[src/rtl/pkg_ula.sv]
// Shared constants for the RPN calculator ALU: FSM encoding, datapath width,
// the division opcode and the divide-by-zero quotient.
package pkg_ula;

  typedef enum logic [1:0] {
    IDLE = 2'b00,
    CALC = 2'b01,
    FIM  = 2'b10
  } state_t;

  localparam int         DIV_WIDTH = 8;
  localparam logic [2:0] OP_DIV    = 3'b011;  // same code the resto_led decode keys on
  localparam logic [7:0] Q_DIV0    = 8'hFF;

endpackage

[src/rtl/passo_divisao.sv]
// One combinational restoring-division step: shift {rem, quo} left, try to
// subtract the divisor, keep the difference only if it did not go negative.
module passo_divisao #(
  parameter int WIDTH = 8
) (
  input  logic [WIDTH-1:0] i_rem,
  input  logic [WIDTH-1:0] i_quo,
  input  logic [WIDTH-1:0] i_divisor,
  output logic [WIDTH-1:0] o_rem,
  output logic [WIDTH-1:0] o_quo
);

  logic [WIDTH:0] w_shift;
  logic [WIDTH:0] w_trial;
  logic           w_neg;

  // One extra bit holds the shifted-out MSB so the sign of the trial is exact.
  assign w_shift = {i_rem, i_quo[WIDTH-1]};
  assign w_trial = w_shift - {1'b0, i_divisor};
  assign w_neg   = w_trial[WIDTH];

  assign o_rem = w_neg ? w_shift[WIDTH-1:0] : w_trial[WIDTH-1:0];
  assign o_quo = {i_quo[WIDTH-2:0], ~w_neg};

endmodule

[src/rtl/divisor_sequencial.sv]
// Multi-cycle unsigned restoring divider on the start/done handshake; one
// quotient bit per CALC cycle, results held after the single-cycle done.
module divisor_sequencial
  import pkg_ula::*;
#(
  parameter int WIDTH = DIV_WIDTH,
  parameter int CNT_W = 3
) (
  input  logic             clk,
  input  logic             rst,
  input  logic [WIDTH-1:0] A,
  input  logic [WIDTH-1:0] B,
  input  logic             start,
  output logic             busy,
  output logic             done,
  output logic [WIDTH-1:0] Q,
  output logic [WIDTH-1:0] R,
  output logic             erro,
  output logic             r_exists
);

  state_t           r_state;
  logic [CNT_W-1:0] r_cnt;
  logic [WIDTH-1:0] r_rem;
  logic [WIDTH-1:0] r_quo;
  logic [WIDTH-1:0] r_div;
  logic [WIDTH-1:0] w_rem_next;
  logic [WIDTH-1:0] w_quo_next;

  passo_divisao #(.WIDTH(WIDTH)) u_passo (
    .i_rem     (r_rem),
    .i_quo     (r_quo),
    .i_divisor (r_div),
    .o_rem     (w_rem_next),
    .o_quo     (w_quo_next)
  );

  always_ff @(posedge clk) begin
    if (rst) begin
      r_state  <= IDLE;
      r_cnt    <= '0;
      r_rem    <= '0;
      r_quo    <= '0;
      r_div    <= '0;
      busy     <= 1'b0;
      done     <= 1'b0;
      Q        <= '0;
      R        <= '0;
      erro     <= 1'b0;
      r_exists <= 1'b0;
    end else begin
      case (r_state)
        IDLE: begin
          done <= 1'b0;
          if (start) begin
            if (B != '0) begin
              r_quo   <= A;
              r_div   <= B;
              r_rem   <= '0;
              r_cnt   <= '0;
              busy    <= 1'b1;
              r_state <= CALC;
            end else begin
              // Divide-by-zero skips CALC and reports immediately.
              Q        <= {WIDTH{1'b1}};
              R        <= A;
              erro     <= 1'b1;
              r_exists <= (A != '0);
              done     <= 1'b1;
              r_state  <= FIM;
            end
          end
        end
        CALC: begin
          r_rem <= w_rem_next;
          r_quo <= w_quo_next;
          r_cnt <= r_cnt + CNT_W'(1);
          if (r_cnt == CNT_W'(WIDTH - 1)) begin
            Q        <= w_quo_next;
            R        <= w_rem_next;
            erro     <= 1'b0;
            r_exists <= (w_rem_next != '0);
            busy     <= 1'b0;
            done     <= 1'b1;
            r_state  <= FIM;
          end
        end
        FIM: begin
          done    <= 1'b0;
          r_state <= IDLE;
        end
        default: begin
          busy    <= 1'b0;
          done    <= 1'b0;
          r_state <= IDLE;
        end
      endcase
    end
  end

endmodule
[config.mk]
export PLATFORM = sky130hd
export DESIGN_NAME = divisor_sequencial
export DESIGN_NICKNAME = d
export VERILOG_FILES = /design/src/rtl/pkg_ula.sv /design/src/rtl/passo_divisao.sv /design/src/rtl/divisor_sequencial.sv
export SDC_FILE = /design/constraint.sdc
export NUM_CORES = 1
export LEC_CHECK = 0
export ABC_AREA = 1
export CORE_MARGIN = 2
export CORE_UTILIZATION = 45
export CTS_BUF_LIST = sky130_fd_sc_hd__clkbuf_16
export DETAILED_ROUTE_END_ITERATION = 6
export PLACE_DENSITY = 0.69
export SYNTH_ARGS = -nofsm -noshare
export SYNTH_HDL_FRONTEND = slang
export SYNTH_SLANG_ARGS = --single-unit
[constraint.sdc]
create_clock -name clk -period 2.85 [get_ports clk]
set_clock_uncertainty 0.2 [all_clocks]
set_input_delay 0.57 -clock clk [delete_from_list [all_inputs] [get_ports clk]]
set_output_delay 0.57 -clock clk [all_outputs]
set_load 0.01 [all_outputs]
==> key figures, run 1 <==
Power and ir drop
  • Final total power: 2090 µW
  • Static leakage: 0.00133 µW
  • Peak VDD IR: 0.468 mV
  • Pwr Density: 673 nW/µm²

Placed design
  • Dpl hpwl: 4310 µm
  • I/O Buffers: 38
  • Gpl congestion: 0.849
  • DP Area: 2940 µm²

Synthesis
  • Largest family of logic cells by synthesized area: simple AND/OR/NAND/NOR gates
  • Post-synthesis net count: 372
  • EDFF count, synth: 0
  • Top cells by area, synth: dfxtp_1 39%, nand2_1 10%, a21oi_1 7.4%
  • Top_reg_cell synth: dfxtp_1
  • Mux cell area share after synthesis: 0
  • Sequential element share of the synthesized area: 0.392
  • Synthesized instance count: 342
  • Synth async-reset ratio: 0
  • Most frequent cell after synthesis: nand2_1
  • Synth unique cells: 33
  • Post-synthesis compound-gate area fraction: 0.213
  • Avg Cell Area, Syn: 7.32 µm²
  • Mapped cell area: 2500 µm²
  • Simple-gate portion of the synthesized area: 0.240
  • Top post-synthesis cells by count: 68 x nand2_1, 49 x dfxtp_1, 42 x inv_1, 37 x a21oi_1, 34 x o21ai_0
  • Xor and xnor area share after synthesis: 0.00699
  • Yosys top cell area share: 0.392
  • Dominant cell type by area after synthesis: dfxtp_1
  • Synth warn: 0
  • Adder-Cell Fraction of Synth Area: 0.0579
  • Register bit total from synthesis: 49

Layout
  • Antenna diodes: 0
  • Syn-to-layout area delta: 24.2%
  • Layout cells sized above 1: 0.0712
  • Final instance area: 3110 µm²
  • Fin nets: 408
  • FILL cells: 500

Min path
  • Worst Hold Class: register to register

Timing
  • Tcrit/Tclk final: 0.888
  • Sum of negative setup slack: 0 ns
  • Slew at the pin closest to its max-slew limit: 1.02 ns
  • Unrepaired setup endpoints after global routing: no
  • Fin crit period: 2.53 ns
  • # setup viols final: 0
  • Final hold viol count: 0
  • Worst hold slack: 0.263 ns
  • Slew HR: 0.323
  • Fmax: 0.395 GHz
  • Pins over their slew limit: 0

Floorplan
  • Die ar.: 6180 µm²
  • Initial Util: 0.461
  • Die H: 78.6 µm
  • # rows: 27
  • Die X: 78.6 µm
  • Core area: 5440 µm²
  • I/O Pins: 39

Drt
  • Number of remaining DRC errors: 0
  • Final ANT Viol Nets: 0
  • Vias per cell: 5.07
  • Via count: 2287
  • WL/cell: 12.8 µm
  • Drt pass-1 iters: 4
  • Routed wire length: 5750 µm
  • DRT iter0 DRCs: 153

Clock tree
  • TritonCTS Buffers: 5
  • Worst-skew pair later-pin latency: 0.29 ns
  • Clock-pin transition on the worst setup and hold timing paths: 0.06 ns
  • Root Buffer: clkbuf_16
  • Cts hold-fix bufs: 0
  • Htree depth: 2
  • CTS tree: yes
  • Post-cts sizing count: 0
  • Clock tree sinks: 49
  • Post-CTS Setup Repair Bufs: 0
  • Maximum clock insertion buffer count: 2

Worst setup path
  • Critical path endpoint category: register
  • Worst EP arrival: 2.49 ns
  • CP startpoint kind: register
  • CP Class: register to register
  • WP data required: 2.81 ns
  • CP max FO: 7

Job
  • Max cap viols: 0

GRT
  • First-pass GRT wire length: 9580 µm
  • Initial antenna violation count: 0
  • Largest net degree at the start of global routing: 28
  • GRT Total Usage: 0.196
  • Vias in the first global route: 2023
  • Overflow after GRT: 0

Status
  • Outcome: completed
-- routing by layer --
layer | up-vias | routed length, µm | track usage
li1 | 1217 | - | -
met5 | - | 0 | 0
met4 | 0 | 67 | 0.0579
met2 | 51 | 2700 | 0.303
met3 | 6 | 219 | 0.0391
met1 | 1013 | 2760 | 0.277
-- per-stage QoR --
stage          worst slack (ns)  std cells  utilization
2_1_floorplan             0.631        342            -
3_3_place_gp              0.265        443        0.540
3_5_place_dp              0.204        443        0.540
4_1_cts                   0.327        451        0.572
5_1_grt                   0.134        451        0.572
6_report                  0.321        451        0.572
-- power by group --
part | internal (µW) | leakage [µW] | switching [µW]
Combinational | 241 | 0.000848 | 412
Sequential | 726 | 0.000400 | 27.0
Clock | 422 | 0.0000859 | 267
Total | 1390 | 0.00133 | 706
-- kinds of logic after synthesis --
kind of cell,after synthesis
XOR/XNOR,2
AO/OA/AOI/OAI,93
AND/OR/NAND/NOR,131
buffers and inverters,56
flip-flops,49
adder cells (fa/ha/maj),11
-- cell type report --
class	count	area, µm²	share of cell area
clock buffers	5	125	0.0402
clock inverters	3	50.0	0.0161
inverters	44	165	0.0531
multi-input cells	237	1300	0.417
flip-flops and latches	49	981	0.315
well taps	72	90.1	0.0290
repair buffers	41	403	0.129
-- worst max-delay path, stage by stage (launching register included) --
cell	delay, ns
dfxtp_1	0.30
inv_1	0.09
ha_1	0.18
inv_1	0.07
fa_1	0.43
nand2_1	0.09
nand2_1	0.10
nand3_2	0.12
nand3_2	0.16
nand2_4	0.15
nand2_1	0.08
nand2_1	0.06
nand2_1	0.05
nor2_1	0.11
nand3_1	0.10
nand2_1	0.07
a21oi_1	0.06
-- final timing paths --
check | slack, ns | endpoint | from | depth (start not counted)
max | 0.32 | r_exists$_SDFFE_PP0P_ | r_quo[7]$_SDFFE_PP0P_ | 16
min | 0.26 | r_div[4]$_SDFFE_PP0P_ | r_div[4]$_SDFFE_PP0P_ | 2
max reg2reg | 0.32 | r_exists$_SDFFE_PP0P_ | r_quo[7]$_SDFFE_PP0P_ | 16
min reg2reg | 0.26 | r_div[4]$_SDFFE_PP0P_ | r_div[4]$_SDFFE_PP0P_ | 2
-- registers in the layout (all words and copies together), names as in the netlist --
register  cells
r_state       2
r_rem         8
r_quo         8
erro          1
r_exists      1
R             8
Q             8
r_cnt         3
done          1
r_div         8
busy          1
-- cells in the final DEF (no fill, tap or decap), types with 2 or more instances in the layout --
cell             synthesis  routed
a21oi_1                 37      37
clkdlybuf4s50_1          0      38
o21ai_0                 34      34
a31oi_1                  8       8
nand4_1                  3       3
nor2_1                  22      22
or2_1                    2       2
xnor2_1                  2       2
a211oi_2                 2       2
nand3_2                  2       2
nor4_1                   2       2
inv_1                   42      42
nand2_2                  3       3
ha_1                    10      10
nand2_4                  2       2
inv_2                    2       2
nand3_1                 24      24
clkbuf_16                0       5
nand2_1                 68      68
buf_4                    2       3
a211oi_1                 7       7
dfxtp_1                 49      49
(Power assumes the default switching activity.)
==> inputs of run 2 (changes only) <==
Settings changed: CAP_MARGIN set to 0, CELL_PAD_IN_SITES_DETAIL_PLACEMENT set to 0, CELL_PAD_IN_SITES_GLOBAL_PLACEMENT set to 2, CORE_UTILIZATION 45 to 30, PLACE_DENSITY 0.69 to unset, PLACE_DENSITY_LB_ADDON set to 0.1, SLEW_MARGIN set to 10.
==> run 2 against run 1 <==
Sequential share of layout area decreased by 0.31 points; final cell count increased by 8.0%; clock power decreased by 15%; sequential power about the same; largest power group unchanged; cell area increased by 1.0%; utilization decreased by 19 points.
==> key figures, run 2 (synthesized netlist as in run 1, its figures left out) <==
Drt
  • Vias per cell: 4.74 (was 5.07)
  • DRT iter0 DRCs: 73 (was 153)
  • Via count: 2308 (was 2287)
  • Final ANT Viol Nets: 0 (unchanged)
  • WL/cell: 14.1 µm (was 12.8 µm)
  • Routed wire length: 6870 µm (was 5750 µm)
  • Number of remaining DRC errors: 0 (unchanged)
  • Drt pass-1 iters: 4 (unchanged)

Layout
  • Syn-to-layout area delta: 25.5% (was 24.2%)
  • Commonest non-fill, non-tap cell in the layout: nand2_1 (unchanged)
  • Antenna diodes: 0 (unchanged)
  • Most frequent cells in the layout: 68 x nand2_1, 49 x dfxtp_1, 42 x inv_1 (unchanged)
  • Post-route non-filler standard cell count: 487 (was 451)
  • FILL cells: 864 (was 500)
  • Layout cells sized above 1: 0.0759 (was 0.0712)
  • Fin nets: 411 (was 408)

Timing
  • Sum of negative setup slack: 0 ns (unchanged)
  • # setup viols final: 0 (unchanged)
  • Unrepaired setup endpoints after global routing: no (unchanged)
  • Final hold viol count: 0 (unchanged)
  • Slew at the pin closest to its max-slew limit: 0.425 ns (was 1.02 ns)
  • Fmax: 0.414 GHz (was 0.395 GHz)
  • Fin crit period: 2.41 ns (was 2.53 ns)
  • Tcrit/Tclk final: 0.847 (was 0.888)
  • Slew HR: 0.716 (was 0.323)
  • Pins over their slew limit: 0 (unchanged)

Clock tree
  • Post-CTS Setup Repair Bufs: 0 (unchanged)
  • Root Buffer: clkbuf_16 (unchanged)
  • Clock-pin transition on the worst setup and hold timing paths: 0.06 ns (about the same)
  • Htree depth: 2 (unchanged)
  • TritonCTS Buffers: 5 (unchanged)
  • Post-cts sizing count: 0 (unchanged)
  • CTS tree: yes (unchanged)
  • Maximum clock insertion buffer count: 2 (unchanged)
  • Worst-skew pair later-pin latency: 0.29 ns (about the same)
  • Cts hold-fix bufs: 0 (unchanged)
  • Clock tree sinks: 49 (unchanged)

Placed design
  • I/O Buffers: 38 (unchanged)
  • Cells after DPL: 479 (was 443)
  • Gpl congestion: 0.795 (was 0.849)
  • Dpl hpwl: 5240 µm (was 4310 µm)

Worst setup path
  • Critical path endpoint category: register (unchanged)
  • Critical path cell sequence: inv_1 -> ha_1 -> inv_1 -> fa_1 -> nand2_1 -> nand2_1 -> nand3_2 -> nand3_2 -> nand2_4 -> nand2_1 -> nand2_1 -> nand2_1 -> nor2_1 -> nand3_1 -> nand2_1 -> a21oi_1 (unchanged)
  • CP max stage delay: 0.42 ns (was 0.43 ns)
  • CP max FO: 7 (unchanged)
  • WP data required: 2.82 ns (was 2.81 ns)
  • Most used cell, CP: nand2_1 (unchanged)
  • Slowest-stage cell, CP: fa_1 (unchanged)
  • CP startpoint kind: register (unchanged)
  • CP Class: register to register (unchanged)
  • Worst EP arrival: 2.38 ns (was 2.49 ns)

Floorplan
  • Die H: 95.4 µm (was 78.6 µm)
  • Core area: 8130 µm² (was 5440 µm²)
  • I/O Pins: 39 (unchanged)
  • # rows: 33 (was 27)
  • Initial Util: 0.308 (was 0.461)
  • Die X: 95.4 µm (was 78.6 µm)
  • Die ar.: 9100 µm² (was 6180 µm²)

Power and ir drop
  • Pwr Density: 641 nW/µm² (was 673 nW/µm²)
  • Peak VDD IR: 0.251 mV (was 0.468 mV)
  • Final total power: 2010 µW (was 2090 µW)
  • Static leakage: 0.00133 µW (about the same)

GRT
  • Overflow after GRT: 0 (unchanged)
  • Vias in the first global route: 2283 (was 2023)
  • GRT Total Usage: 0.164 (was 0.196)
  • Initial antenna violation count: 0 (unchanged)
  • First-pass GRT wire length: 11300 µm (was 9580 µm)
  • Largest net degree at the start of global routing: 28 (unchanged)

Job
  • Max cap viols: 0 (unchanged)

Min path
  • Worst Hold Class: register to register (unchanged)

Status
  • Outcome: completed (unchanged)
-- run 2: layer usage --
metal	vias to the layer above	global-route usage	share of wire	wire length, µm
met4	0	0.0500	0.014	97
met1	1035	0.223	0.50	3430
met5	-	0	0	0
met2	43	0.262	0.45	3090
met3	6	0.0316	0.036	250
li1	1224	-	-	-
-- run 2: worst paths after layout --
check	start	endpoint	slack [ns]	cells past startpoint
max	r_quo[7]$_SDFFE_PP0P_	r_exists$_SDFFE_PP0P_	0.44	16
min	r_div[0]$_SDFFE_PP0P_	r_div[0]$_SDFFE_PP0P_	0.25	2
max reg2reg	r_quo[7]$_SDFFE_PP0P_	r_exists$_SDFFE_PP0P_	0.44	16
min reg2reg	r_div[0]$_SDFFE_PP0P_	r_div[0]$_SDFFE_PP0P_	0.25	2
-- run 2: cell type report --
cell class,count,area (µm²),share of cell area
Timing Repair Buffer,44,425,0.135
Tap cell,105,131,0.0418
Clock buffer,5,125,0.0398
Clock inverter,3,17.5,0.00557
Multi-Input combinational cell,237,1300,0.413
Sequential cell,49,981,0.312
Inverter,44,165,0.0525
-- run 2: critical path: cells and delay by family (launching register included) --
kind / cells / cell delay [ns]
AOI/OAI and AO/OA: 1 / 0.05
adders and majority gates: 2 / 0.59
buffers and inverters: 2 / 0.14
DFF: 1 / 0.30
and+or+nand+nor: 11 / 1.00
-- run 2: through the flow --
stage / util / setup slack [ns] / hold WS [ns] / cell area [µm²]
5_1_grt: 0.386 / 0.155 / 0.279 / 3140
3_5_place_dp: 0.369 / 0.284 / 0.249 / 3000
2_1_floorplan: - / 0.631 / 0.227 / 2500
6_report: 0.386 / 0.437 / 0.251 / 3140
4_1_cts: 0.386 / 0.404 / 0.259 / 3140
3_3_place_gp: 0.369 / 0.341 / 0.248 / 3000
-- run 2: report_power, final --
part,leakage (µW),internal (µW),switching (µW)
Combinational,0.000862,246,430
Clock,0.0000712,323,263
Sequential,0.000400,726,26.9
==> inputs of run 3 (changes only) <==
Clock period 2.85 ns to 2.4 ns, I/O delays scaled along.
==> run 3 against run 2 <==
Cell area up 7.2%; register-to-register slack worse by 0.35 ns; setup slack worse by 0.35 ns; wire length up 3.3%; sequential share of layout area down 2.1 points; critical path depth down 2; global-route usage down 0.25 points; combinational power up 44%; count of clock-buffer cells in the layout unchanged; final cell count up 2.5%.
==> key figures, run 3 (synthesized netlist as in run 1, its figures left out) <==
Power and ir drop
  • Pwr Density: 768 nW/µm² (was 641 nW/µm²)
  • Peak VDD IR: 0.344 mV (was 0.251 mV)
  • Static leakage: 0.00141 µW (was 0.00133 µW)

Clock tree
  • Cts hold-fix bufs: 0 (unchanged)
  • Clock-pin transition on the worst setup and hold timing paths: 0.08 ns (was 0.06 ns)
  • TritonCTS Buffers: 5 (unchanged)
  • Htree depth: 2 (unchanged)
  • Maximum clock insertion buffer count: 2 (unchanged)
  • CTS tree: yes (unchanged)
  • Clock tree sinks: 49 (unchanged)
  • Root Buffer: clkbuf_16 (unchanged)
  • Worst-skew pair later-pin latency: 0.29 ns (about the same)

Worst setup path
  • Critical path cell sequence: ha_4 -> inv_2 -> fa_2 -> nand2_2 -> nand2_2 -> nand3_4 -> nand2_4 -> nand2_4 -> nand2_4 -> or2_1 -> nand2_1 -> nand3_1 -> nand2_1 -> a21oi_1 (was inv_1 -> ha_1 -> inv_1 -> fa_1 -> nand2_1 -> nand2_1 -> nand3_2 -> nand3_2 -> nand2_4 -> nand2_1 -> nand2_1 -> nand2_1 -> nor2_1 -> nand3_1 -> nand2_1 -> a21oi_1)
  • Critical path endpoint category: register (unchanged)
  • CP max stage delay: 0.39 ns (was 0.42 ns)
  • Most used cell, CP: nand2_4 (was nand2_1)
  • CP max FO: 7 (unchanged)
  • CP startpoint kind: register (unchanged)
  • CP Class: register to register (unchanged)
  • WP data required: 2.37 ns (was 2.82 ns)
  • Slowest-stage cell, CP: dfxtp_1 (was fa_1)
  • Worst EP arrival: 2.28 ns (was 2.38 ns)
  • R2R setup slack: 0.09 ns (was 0.44 ns)
  • Register-to-Register Path Depth: 14 (was 16)

Floorplan
  • Die ar.: 9100 µm² (unchanged)
  • Initial Util: 0.308 (unchanged)
  • I/O Pins: 39 (unchanged)
  • Die X: 95.4 µm (unchanged)
  • Die H: 95.4 µm (unchanged)
  • # rows: 33 (unchanged)
  • Core area: 8130 µm² (unchanged)

Layout
  • Antenna diodes: 0 (unchanged)
  • Final core occ: 0.414 (was 0.386)
  • Most frequent cells in the layout: 64 x nand2_1, 49 x dfxtp_1, 40 x inv_1 (was 68 x nand2_1, 49 x dfxtp_1, 42 x inv_1)
  • Layout cells sized above 1: 0.145 (was 0.0759)
  • Syn-to-layout area delta: 34.5% (was 25.5%)
  • FILL cells: 849 (was 864)
  • Fin nets: 423 (was 411)
  • Seq. cell area: 981 µm² (unchanged)
  • Commonest non-fill, non-tap cell in the layout: nand2_1 (unchanged)
  • Multi-input gate area in the final layout: 1410 µm² (was 1300 µm²)

GRT
  • First-pass GRT wire length: 11200 µm (was 11300 µm)
  • Initial antenna violation count: 0 (unchanged)
  • Vias in the first global route: 2241 (was 2283)
  • GRT Total Usage: 0.161 (was 0.164)
  • Overflow after GRT: 0 (unchanged)
  • Largest net degree at the start of global routing: 25 (was 28)

Timing
  • Fin crit period: 2.31 ns (was 2.41 ns)
  • Slew HR: 0.736 (was 0.716)
  • Worst hold slack: 0.268 ns (was 0.251 ns)
  • # setup viols final: 0 (unchanged)
  • Pins over their slew limit: 0 (unchanged)
  • Slew at the pin closest to its max-slew limit: 0.391 ns (was 0.425 ns)
  • Tcrit/Tclk final: 0.964 (was 0.847)
  • Fmax: 0.432 GHz (was 0.414 GHz)
  • Final hold viol count: 0 (unchanged)

Drt
  • WL/cell: 14.2 µm (was 14.1 µm)
  • Via count: 2343 (was 2308)
  • Final ANT Viol Nets: 0 (unchanged)
  • Drt pass-1 iters: 4 (unchanged)
  • Routed wire length: 7090 µm (was 6870 µm)
  • Number of remaining DRC errors: 0 (unchanged)
  • DRT iter0 DRCs: 77 (was 73)
  • Vias per cell: 4.70 (was 4.74)

Placed design
  • Gpl congestion: 0.759 (was 0.795)
  • I/O Buffers: 38 (unchanged)
  • Dpl hpwl: 5270 µm (was 5240 µm)

Min path
  • Hold path cells: 2 (unchanged)
  • Worst Hold Class: register to register (unchanged)

Job
  • Max cap viols: 0 (unchanged)

Status
  • Outcome: completed (unchanged)
-- run 3: changes by cell type in the layout (fill, tap and decap cells not counted), moves of 2 or more --
| cell | before | now |
|---|---|---|
| buf_12 | 0 | 2 |
| nand3_1 | 24 | 21 |
| ha_1 | 10 | 5 |
| nand2_2 | 3 | 6 |
| nand3_4 | 0 | 2 |
| inv_2 | 2 | 4 |
| buf_4 | 6 | 16 |
| nand2_1 | 68 | 64 |
| ha_4 | 0 | 4 |
| inv_1 | 42 | 40 |
-- run 3: critical path, delay by kind of cell (launching register included) --
family,cells,cell delay (ns)
flip-flops,1,0.39
AO/OA/AOI/OAI,1,0.05
AND/OR/NAND/NOR,10,1.01
adder cells (fa/ha/maj),2,0.51
buffers and inverters,1,0.04
-- run 3: report_power, final --
part | leakage, µW | total (µW) | switching (µW) | internal (µW)
Sequential | 0.000400 | 900 | 38.5 | 862
Clock | 0.0000702 | 716 | 327 | 389
Combinational | 0.000940 | 973 | 582 | 391
-- run 3: worst paths after layout --
check,startpoint,endpoint
setup / recovery,r_div[0]$_SDFFE_PP0P_,r_exists$_SDFFE_PP0P_
hold / removal,r_cnt[2]$_SDFFE_PP0P_,r_cnt[2]$_SDFFE_PP0P_
setup reg to reg,r_div[0]$_SDFFE_PP0P_,r_exists$_SDFFE_PP0P_
hold reg to reg,r_cnt[2]$_SDFFE_PP0P_,r_cnt[2]$_SDFFE_PP0P_
-- run 3: layout make-up --
cell class | count | share of cell area
well taps | 105 | 0.0390
multi-input cells | 237 | 0.417
repair buffers | 56 | 0.160
clock inverters | 3 | 0.00631
flip-flops and latches | 49 | 0.291
inverters | 44 | 0.0490
clock buffers | 5 | 0.0371
-- run 3: stage by stage --
| step | TNS, ns | worst slack (ns) | total power [µW] | cells | instance area (µm²) |
|---|---|---|---|---|---|
| 3_3_place_gp | 0 | 0.0739 | 1760 | 488 | 3090 |
| 5_1_grt | -0.0244 | -0.0244 | 2760 | 499 | 3370 |
| 6_report | 0 | 0.0874 | 2590 | 499 | 3370 |
| 3_5_place_dp | 0 | 0.0507 | 1750 | 488 | 3090 |
| 2_1_floorplan | 0 | 0.181 | 1510 | 342 | 2500 |
| 4_1_cts | 0 | 0.0589 | 2470 | 496 | 3240 |
-- run 3: what timing repair did --
item                       in CTS  in global routing
setup buffers                   0                  3
resized for setup               0                 20
setup endpoints to repair       0                  3
-- run 3: metal layers --
layer  wire (µm)  track usage
met5           0            0
met4         117       0.0488
met3         201       0.0340
met2        3320        0.255
met1        3450        0.220
